**src/rtl/lcd_sequencer_if.sv**
```systemverilog
// lcd_sequencer_if
//   Groups the request handshake and the HD44780 pin bundle of lcd_sequencer.
//   Request side : req_valid, req_rs, req_data -> sequencer; req_ready,
//                  init_done <- sequencer.
//   LCD side     : lcd_data[7:0], lcd_en, lcd_rs, lcd_rw driven by sequencer.
//   Modports     : master = requester (Nios-side peripheral logic),
//                  slave  = the sequencer itself.
interface lcd_sequencer_if;
  logic       req_valid;
  logic       req_rs;
  logic [7:0] req_data;
  logic       req_ready;
  logic       init_done;
  logic [7:0] lcd_data;
  logic       lcd_en;
  logic       lcd_rs;
  logic       lcd_rw;

  modport master (
    output req_valid, req_rs, req_data,
    input  req_ready, init_done, lcd_data, lcd_en, lcd_rs, lcd_rw
  );

  modport slave (
    input  req_valid, req_rs, req_data,
    output req_ready, init_done, lcd_data, lcd_en, lcd_rs, lcd_rw
  );
endinterface

```
**src/rtl/lcd_sequencer.sv**
```systemverilog
// lcd_sequencer
//   Write-only sequencer for an HD44780-compatible character LCD (8-bit bus).
//   Accepts one instruction/character per valid/ready handshake, drives the
//   enable strobe with setup/pulse/hold timing, then waits the controller
//   execution time (long wait for clear/home) before accepting the next one.
//
//   Ports:
//     clk_clk        : clock, everything on its rising edge
//     reset_reset_n  : asynchronous active-low reset
//     bus (slave)    : req_valid/req_rs/req_data in, req_ready/init_done out,
//                      lcd_data/lcd_en/lcd_rs/lcd_rw out (all registered)
//
//   Build option LCD_SEQ_INIT_EN:
//     defined   - power-up delay followed by a six-entry init ROM
//                 (0x38,0x38,0x38,0x0C,0x01,0x06); init_done rises with the
//                 first entry into IDLE.
//     undefined - starts in IDLE, init_done tied high; software initialises
//                 the panel through the request port.
//
//   All timing parameters are in clock cycles and must be >= 1.
module lcd_sequencer #(
  parameter int unsigned T_POWERUP = 750000,
  parameter int unsigned T_SETUP   = 2,
  parameter int unsigned T_PULSE   = 12,
  parameter int unsigned T_HOLD    = 2,
  parameter int unsigned T_SHORT   = 2000,
  parameter int unsigned T_LONG    = 82000
) (
  input  logic            clk_clk,
  input  logic            reset_reset_n,
  lcd_sequencer_if.slave  bus
);

  localparam int CW = 20;
  // Counter is loaded with (duration - 1); the state exits when it hits 0.
  localparam logic [CW-1:0] LD_POWERUP = CW'(T_POWERUP - 1);
  localparam logic [CW-1:0] LD_SETUP   = CW'(T_SETUP - 1);
  localparam logic [CW-1:0] LD_PULSE   = CW'(T_PULSE - 1);
  localparam logic [CW-1:0] LD_HOLD    = CW'(T_HOLD - 1);
  localparam logic [CW-1:0] LD_SHORT   = CW'(T_SHORT - 1);
  localparam logic [CW-1:0] LD_LONG    = CW'(T_LONG - 1);

  typedef enum logic [2:0] {
    S_POWERUP, S_INIT_LOAD, S_IDLE, S_SETUP, S_PULSE, S_HOLD, S_WAIT
  } state_e;

`ifdef LCD_SEQ_INIT_EN
  localparam state_e S_RESET = S_POWERUP;
`else
  localparam state_e S_RESET = S_IDLE;
`endif

  state_e        state_q, state_d;
  logic [CW-1:0] cnt_q, cnt_d;
  logic [7:0]    lcd_data_q, lcd_data_d;
  logic          lcd_rs_q, lcd_rs_d;
  logic          lcd_en_q, lcd_en_d;
  logic          req_ready_q, req_ready_d;

`ifdef LCD_SEQ_INIT_EN
  logic          init_done_q, init_done_d;
  logic [2:0]    rom_idx_q, rom_idx_d;

  function automatic logic [7:0] rom_byte(input logic [2:0] idx);
    case (idx)
      3'd0, 3'd1, 3'd2: rom_byte = 8'h38;  // function set, repeated for wake-up
      3'd3:             rom_byte = 8'h0C;  // display on, cursor off
      3'd4:             rom_byte = 8'h01;  // clear
      3'd5:             rom_byte = 8'h06;  // entry mode, increment
      default:          rom_byte = 8'h00;
    endcase
  endfunction
`endif

  // Clear (0x01) and home (0x02/0x03) need the long execution time.
  logic wait_long;
  assign wait_long = !lcd_rs_q && (lcd_data_q[7:2] == 6'd0) && (lcd_data_q != 8'h00);

  always_comb begin
    state_d     = state_q;
    cnt_d       = cnt_q;
    lcd_data_d  = lcd_data_q;
    lcd_rs_d    = lcd_rs_q;
    lcd_en_d    = 1'b0;
`ifdef LCD_SEQ_INIT_EN
    init_done_d = init_done_q;
    rom_idx_d   = rom_idx_q;
`endif
    case (state_q)
`ifdef LCD_SEQ_INIT_EN
      S_POWERUP: begin
        if (cnt_q == '0) state_d = S_INIT_LOAD;
        else             cnt_d   = cnt_q - 1'b1;
      end
      S_INIT_LOAD: begin
        lcd_data_d = rom_byte(rom_idx_q);
        lcd_rs_d   = 1'b0;
        rom_idx_d  = rom_idx_q + 3'd1;
        cnt_d      = LD_SETUP;
        state_d    = S_SETUP;
      end
`endif
      S_IDLE: begin
        // req_ready_q gates the very first cycle after reset in the
        // no-init build, where the state is already IDLE.
        if (bus.req_valid && req_ready_q) begin
          lcd_data_d = bus.req_data;
          lcd_rs_d   = bus.req_rs;
          cnt_d      = LD_SETUP;
          state_d    = S_SETUP;
        end
      end
      S_SETUP: begin
        if (cnt_q == '0) begin
          cnt_d    = LD_PULSE;
          lcd_en_d = 1'b1;
          state_d  = S_PULSE;
        end else begin
          cnt_d = cnt_q - 1'b1;
        end
      end
      S_PULSE: begin
        if (cnt_q == '0) begin
          cnt_d   = LD_HOLD;
          state_d = S_HOLD;
        end else begin
          cnt_d    = cnt_q - 1'b1;
          lcd_en_d = 1'b1;
        end
      end
      S_HOLD: begin
        if (cnt_q == '0) begin
          cnt_d   = wait_long ? LD_LONG : LD_SHORT;
          state_d = S_WAIT;
        end else begin
          cnt_d = cnt_q - 1'b1;
        end
      end
      S_WAIT: begin
        if (cnt_q == '0) begin
          state_d = S_IDLE;
`ifdef LCD_SEQ_INIT_EN
          if (!init_done_q) begin
            if (rom_idx_q == 3'd6) init_done_d = 1'b1;
            else                   state_d     = S_INIT_LOAD;
          end
`endif
        end else begin
          cnt_d = cnt_q - 1'b1;
        end
      end
      default: state_d = S_RESET;
    endcase
    req_ready_d = (state_d == S_IDLE);
  end

  always_ff @(posedge clk_clk or negedge reset_reset_n) begin
    if (!reset_reset_n) begin
      state_q     <= S_RESET;
      cnt_q       <= LD_POWERUP;
      lcd_data_q  <= 8'h00;
      lcd_rs_q    <= 1'b0;
      lcd_en_q    <= 1'b0;
      req_ready_q <= 1'b0;
`ifdef LCD_SEQ_INIT_EN
      init_done_q <= 1'b0;
      rom_idx_q   <= 3'd0;
`endif
    end else begin
      state_q     <= state_d;
      cnt_q       <= cnt_d;
      lcd_data_q  <= lcd_data_d;
      lcd_rs_q    <= lcd_rs_d;
      lcd_en_q    <= lcd_en_d;
      req_ready_q <= req_ready_d;
`ifdef LCD_SEQ_INIT_EN
      init_done_q <= init_done_d;
      rom_idx_q   <= rom_idx_d;
`endif
    end
  end

  assign bus.req_ready = req_ready_q;
  assign bus.lcd_data  = lcd_data_q;
  assign bus.lcd_rs    = lcd_rs_q;
  assign bus.lcd_en    = lcd_en_q;
  assign bus.lcd_rw    = 1'b0;
`ifdef LCD_SEQ_INIT_EN
  assign bus.init_done = init_done_q;
`else
  assign bus.init_done = 1'b1;
`endif

endmodule

```
**src/flat_wrapper.sv**
```systemverilog
// flat-port wrapper written by rule: the top's interface ports become plain ports
module lcd_sequencer_flat 
#(
  parameter int unsigned T_POWERUP = 750000,
  parameter int unsigned T_SETUP   = 2,
  parameter int unsigned T_PULSE   = 12,
  parameter int unsigned T_HOLD    = 2,
  parameter int unsigned T_SHORT   = 2000,
  parameter int unsigned T_LONG    = 82000
)
  (clk_clk, reset_reset_n, bus_req_valid, bus_req_rs, bus_req_data, bus_req_ready, bus_init_done, bus_lcd_data, bus_lcd_en, bus_lcd_rs, bus_lcd_rw);
  lcd_sequencer_if bus_i ();
  input  logic clk_clk;
  input  logic reset_reset_n;
  input wire logic [$bits(bus_i.req_valid)-1:0] bus_req_valid;
  input wire logic [$bits(bus_i.req_rs)-1:0] bus_req_rs;
  input wire logic [$bits(bus_i.req_data)-1:0] bus_req_data;
  output wire logic [$bits(bus_i.req_ready)-1:0] bus_req_ready;
  output wire logic [$bits(bus_i.init_done)-1:0] bus_init_done;
  output wire logic [$bits(bus_i.lcd_data)-1:0] bus_lcd_data;
  output wire logic [$bits(bus_i.lcd_en)-1:0] bus_lcd_en;
  output wire logic [$bits(bus_i.lcd_rs)-1:0] bus_lcd_rs;
  output wire logic [$bits(bus_i.lcd_rw)-1:0] bus_lcd_rw;
  assign bus_i.req_valid = bus_req_valid;
  assign bus_i.req_rs = bus_req_rs;
  assign bus_i.req_data = bus_req_data;
  assign bus_req_ready = bus_i.req_ready;
  assign bus_init_done = bus_i.init_done;
  assign bus_lcd_data = bus_i.lcd_data;
  assign bus_lcd_en = bus_i.lcd_en;
  assign bus_lcd_rs = bus_i.lcd_rs;
  assign bus_lcd_rw = bus_i.lcd_rw;
  lcd_sequencer #(.T_POWERUP(T_POWERUP), .T_SETUP(T_SETUP), .T_PULSE(T_PULSE), .T_HOLD(T_HOLD), .T_SHORT(T_SHORT), .T_LONG(T_LONG)) u_core (.clk_clk(clk_clk), .reset_reset_n(reset_reset_n), .bus(bus_i));
endmodule
```
**config.mk**
```make
export PLATFORM = sky130hd
export DESIGN_NAME = lcd_sequencer_flat
export DESIGN_NICKNAME = d
export VERILOG_FILES = /design/src/rtl/lcd_sequencer_if.sv /design/src/rtl/lcd_sequencer.sv /design/src/flat_wrapper.sv
export SDC_FILE = /design/constraint.sdc
export NUM_CORES = 1
export LEC_CHECK = 0
export CAP_MARGIN = 5
export CORE_MARGIN = 3
export CORE_UTILIZATION = 61
export CTS_BUF_LIST = sky130_fd_sc_hd__clkbuf_4
export CTS_CLUSTER_SIZE = 28
export DETAILED_ROUTE_END_ITERATION = 16
export PLACE_DENSITY = 0.87
export SLEW_MARGIN = 20
export SYNTH_ARGS = -nofsm -noshare
export SYNTH_HDL_FRONTEND = slang
export SYNTH_SLANG_ARGS = --single-unit
```
**constraint.sdc**
```tcl
create_clock -name clk_clk -period 4.59 [get_ports clk_clk]
set_clock_uncertainty 0.2 [all_clocks]
set_input_delay 0.918 -clock clk_clk [delete_from_list [all_inputs] [get_ports clk_clk]]
set_output_delay 0.918 -clock clk_clk [all_outputs]
set_load 0.02 [all_outputs]
```
==> results by group <==
Global route
  – Vias in the first global route: 1,523
  – Initial antenna violation count: 0
  – Largest net degree at the start of global routing: 35
  – Global route overflow: 0
  – First-pass GRT wire length: 6.81 mm
  – Total GRT Usage: 0.246

Synth
  – Post-Synthesis Cells: 198
  – Flops & latches, synth: 34
  – Yosys Warn Count: 0
  – Synth async-reset ratio: 1.00
  – Main flop type after synthesis: dfrtp_1
  – Number of library cell types mapped by synthesis: 44
  – Synthesized area: 1910 um2
  – Syn avg cell area: 9.66 um2
  – Register area share after synthesis: 0.454
  – Syn Nets: 211
  – Post-synth EDFFs: 0

Cells and area
  – Diodes inserted: 0
  – Post-route cell area: 2200 um2
  – Fin util: 0.765
  – Fill cells: 200
  – Multi-input gate area: 931 um2
  – Share of cells above drive strength 1: 0.190
  – Final #Nets: 233
  – Sequential cell area: 868 um2
  – Synth-to-Final Area Change: 15.1%

Worst setup path
  – CP bufs+invs: 0
  – Critical path cell sequence: or4_4, or4_4, nor2_1, a21oi_1, o22ai_2, nor2_1
  – Crit-path max cell delay: 0.58 ns
  – Startpoint class of the critical path: register
  – Worst EP arrival: 2.88 ns
  – CP Depth: 6
  – Crit-path leading delay family: simple AND/OR/NAND/NOR gates
  – Slowest stage cell, crit path: or4_4
  – Worst-path fanout max: 10
  – Worst Setup Path Type: register to register
  – Worst setup EP type: register
  – Worst EP required: 4.62 ns
  – Worst R2R Path Depth: 6

Pwr
  – Worst IR drop on VDD: 443 uV
  – Reg power frac: 0.371
  – Leak pwr: 0.900 nW
  – Power Density: 734 nW/um2
  – Internal: 0.000924 W
  – Switch Pwr: 0.000690 W
  – Clk pwr share: 0.135
  – Logic pwr share: 0.494
  – Net Sw Frac: 0.428
  – Final total power: 0.00161 W

Placed design
  – Detailed placement HPWL: 2.94 mm
  – Post-Place Setup Slack: 1.54 ns
  – Placed Area: 2120 um2
  – PortBufs: 22
  – Final RePlAce weighted congestion: 0.930

CTS
  – CTS Hold Bufs: 0
  – CTS Buf Count: 5
  – Sink Count: 34
  – TritonCTS clock tree: built
  – Clk Latency, worst-skew pair: 0.35 ns
  – Reg clk slew, reported paths: 0.11 ns
  – Root Driver: clkbuf_4
  – Clock tree buffer depth: 2
  – Post-CTS Resized: 0
  – H-tree levels: 2
  – Post-CTS Setup Bufs: 0

Floorplan
  – Starting Density: 0.665
  – Chip width: 62.0 um
  – Site row count: 19
  – Core area: 2880 um2
  – Full die area: 3840 um2
  – Top-Level Pins: 25
  – Die height: 62.0 um

Route
  – Average wire per standard cell: 15.9 um
  – Detailed Route Iter0 Violations: 157
  – Vias/cell: 6.05
  – First-pass DRT Iterations: 5
  – DRC viols: 0
  – Vias: 1,591
  – Drt total wl: 4.18 mm
  – Routed Antenna Nets: 0

Worst hold path
  – Hold WC Path Type: register to register
  – Cells on Worst Hold Path: 2

Timing
  – Final WS setup: 1.74 ns
  – Tmin final: 2.85 ns
  – Worst slew pin tran: 0.641 ns
  – Final setup fails: 0
  – Fmax achieved: 0.351 GHz
  – Final period utilization: 0.621
  – Final Hold Viols: 0
  – Setup TNS: 0 ns
  – RSZ-0062 raised after global routing: no
  – Max Slew Vio Count: 0
  – Rel. slew slack: 0.570

Outcome
  – Status: complete, no violations

Job
  – Max_cap viols: 0
[Yosys cell counts (3+ instances only)]
master	instances	area [um2]
dfrtp_1	20	500
nand3_1	13	65.1
a21o_1	4	30.0
nor3_1	9	45.0
inv_1	5	18.8
mux2_2	9	101
buf_4	3	22.5
nand2b_1	4	25.0
xor2_1	7	61.3
o211ai_1	3	22.5
nand4_1	6	37.5
dfstp_2	14	368
nand2_1	12	45.0
nor2_1	25	93.8
o21ai_0	9	45.0
a21oi_1	10	50.1
buf_6	5	56.3
or4_4	3	33.8
a31oi_1	3	18.8
[area by class of cell]
class,instances,area share
clock inverters,3,0.0182
flip-flops and latches,34,0.395
clock buffers,5,0.0171
multi-input cells,149,0.423
repair buffers,24,0.107
inverters,6,0.0159
well taps,42,0.0239
[metrics by stage]
stage / hold slack [ns] / instances
floorplan: 0.280 / 198
global placement: 0.302 / 255
detailed placement: 0.311 / 255
CTS: 0.326 / 263
global route: 0.344 / 263
finish: 0.329 / 263
[power by group through the flow]
stage	sequential [W]	combinational, W	clock, W
after floorplan	0.000606	0.000561	0
after global placement	0.000590	0.000753	0
after detailed placement	0.000598	0.000777	0
after CTS	0.000593	0.000785	0.000221
after global routing	0.000619	0.000870	0.000236
final	0.000598	0.000797	0.000218
[flip-flops by register name (all words and copies together), names as in the netlist]
signal / cells
u_core.bus.req_ready: 1
u_core.bus.lcd_rs: 1
u_core.bus.lcd_data: 8
u_core.cnt_q: 20
u_core.bus.lcd_en: 1
u_core.state_q: 3
[tightest hold or removal path: stages (launching register included)]
cell	delay, ns
dfstp_2	0.40
inv_1	0.07
o21ai_1	0.07
[cell usage in the layout, fill, tap and decap left out, drive strengths merged, types with 2 or more instances in the layout]
cell           netlist  layout
inv                  5       5
a21oi               10      10
a31oi                4       4
xor2                 7       7
or3                  3       3
buf                  8       2
nand2               12      12
conb                 2       2
xnor2                2       2
nor4                 2       2
clkdlybuf4s50        0      22
or4                  4       4
clkbuf               1       5
nor2                25      25
a21boi               2       2
nor3                 9       9
nand4                6       6
dfstp               14      14
clkinv               1       3
o31ai                2       2
dfrtp               20      20
a21o                 4       4
o21ai               10      10
mux2                 9       9
o22ai                2       2
nand2b               4       4
and2                 2       2
a32o                 2       2
nor2b                2       2
nand3               13      13
nand4b               2       2
o211ai               3       3
[metal layers]
layer | track usage | vias up | wire, um
met5 | 0 | - | 0
met2 | 0.404 | 76 | 2010
met4 | 0.118 | 0 | 89
met1 | 0.301 | 751 | 1740
li1 | - | 750 | -
met3 | 0.0620 | 14 | 335
[worst paths after layout]
check / endpoint / slack (ns) / startpoint
worst min register to register: u_core.cnt_q[8] / 0.33 / u_core.cnt_q[8]
worst max register to register: u_core.cnt_q[15] / 1.74 / u_core.cnt_q[11]
worst min-delay path: u_core.cnt_q[8] / 0.33 / u_core.cnt_q[8]
worst max-delay path: u_core.cnt_q[15] / 1.74 / u_core.cnt_q[11]
min in group asynchronous: u_core.state_q[0] / 0.76 / reset_reset_n
max in group asynchronous: u_core.cnt_q[17] / 3.09 / reset_reset_n
[logic make-up after synthesis]
group / count (synthesis) / synth area share
simple gates: 86 / 0.235
compound gates: 42 / 0.145
flops: 34 / 0.454
buf+inv: 15 / 0.0615
xor+xnor: 9 / 0.0412
mux: 9 / 0.0530
other cells: 2 / 0.00393
fa+ha+maj: 1 / 0.00654
No activity file was read; power rests on OpenSTA's default activity.
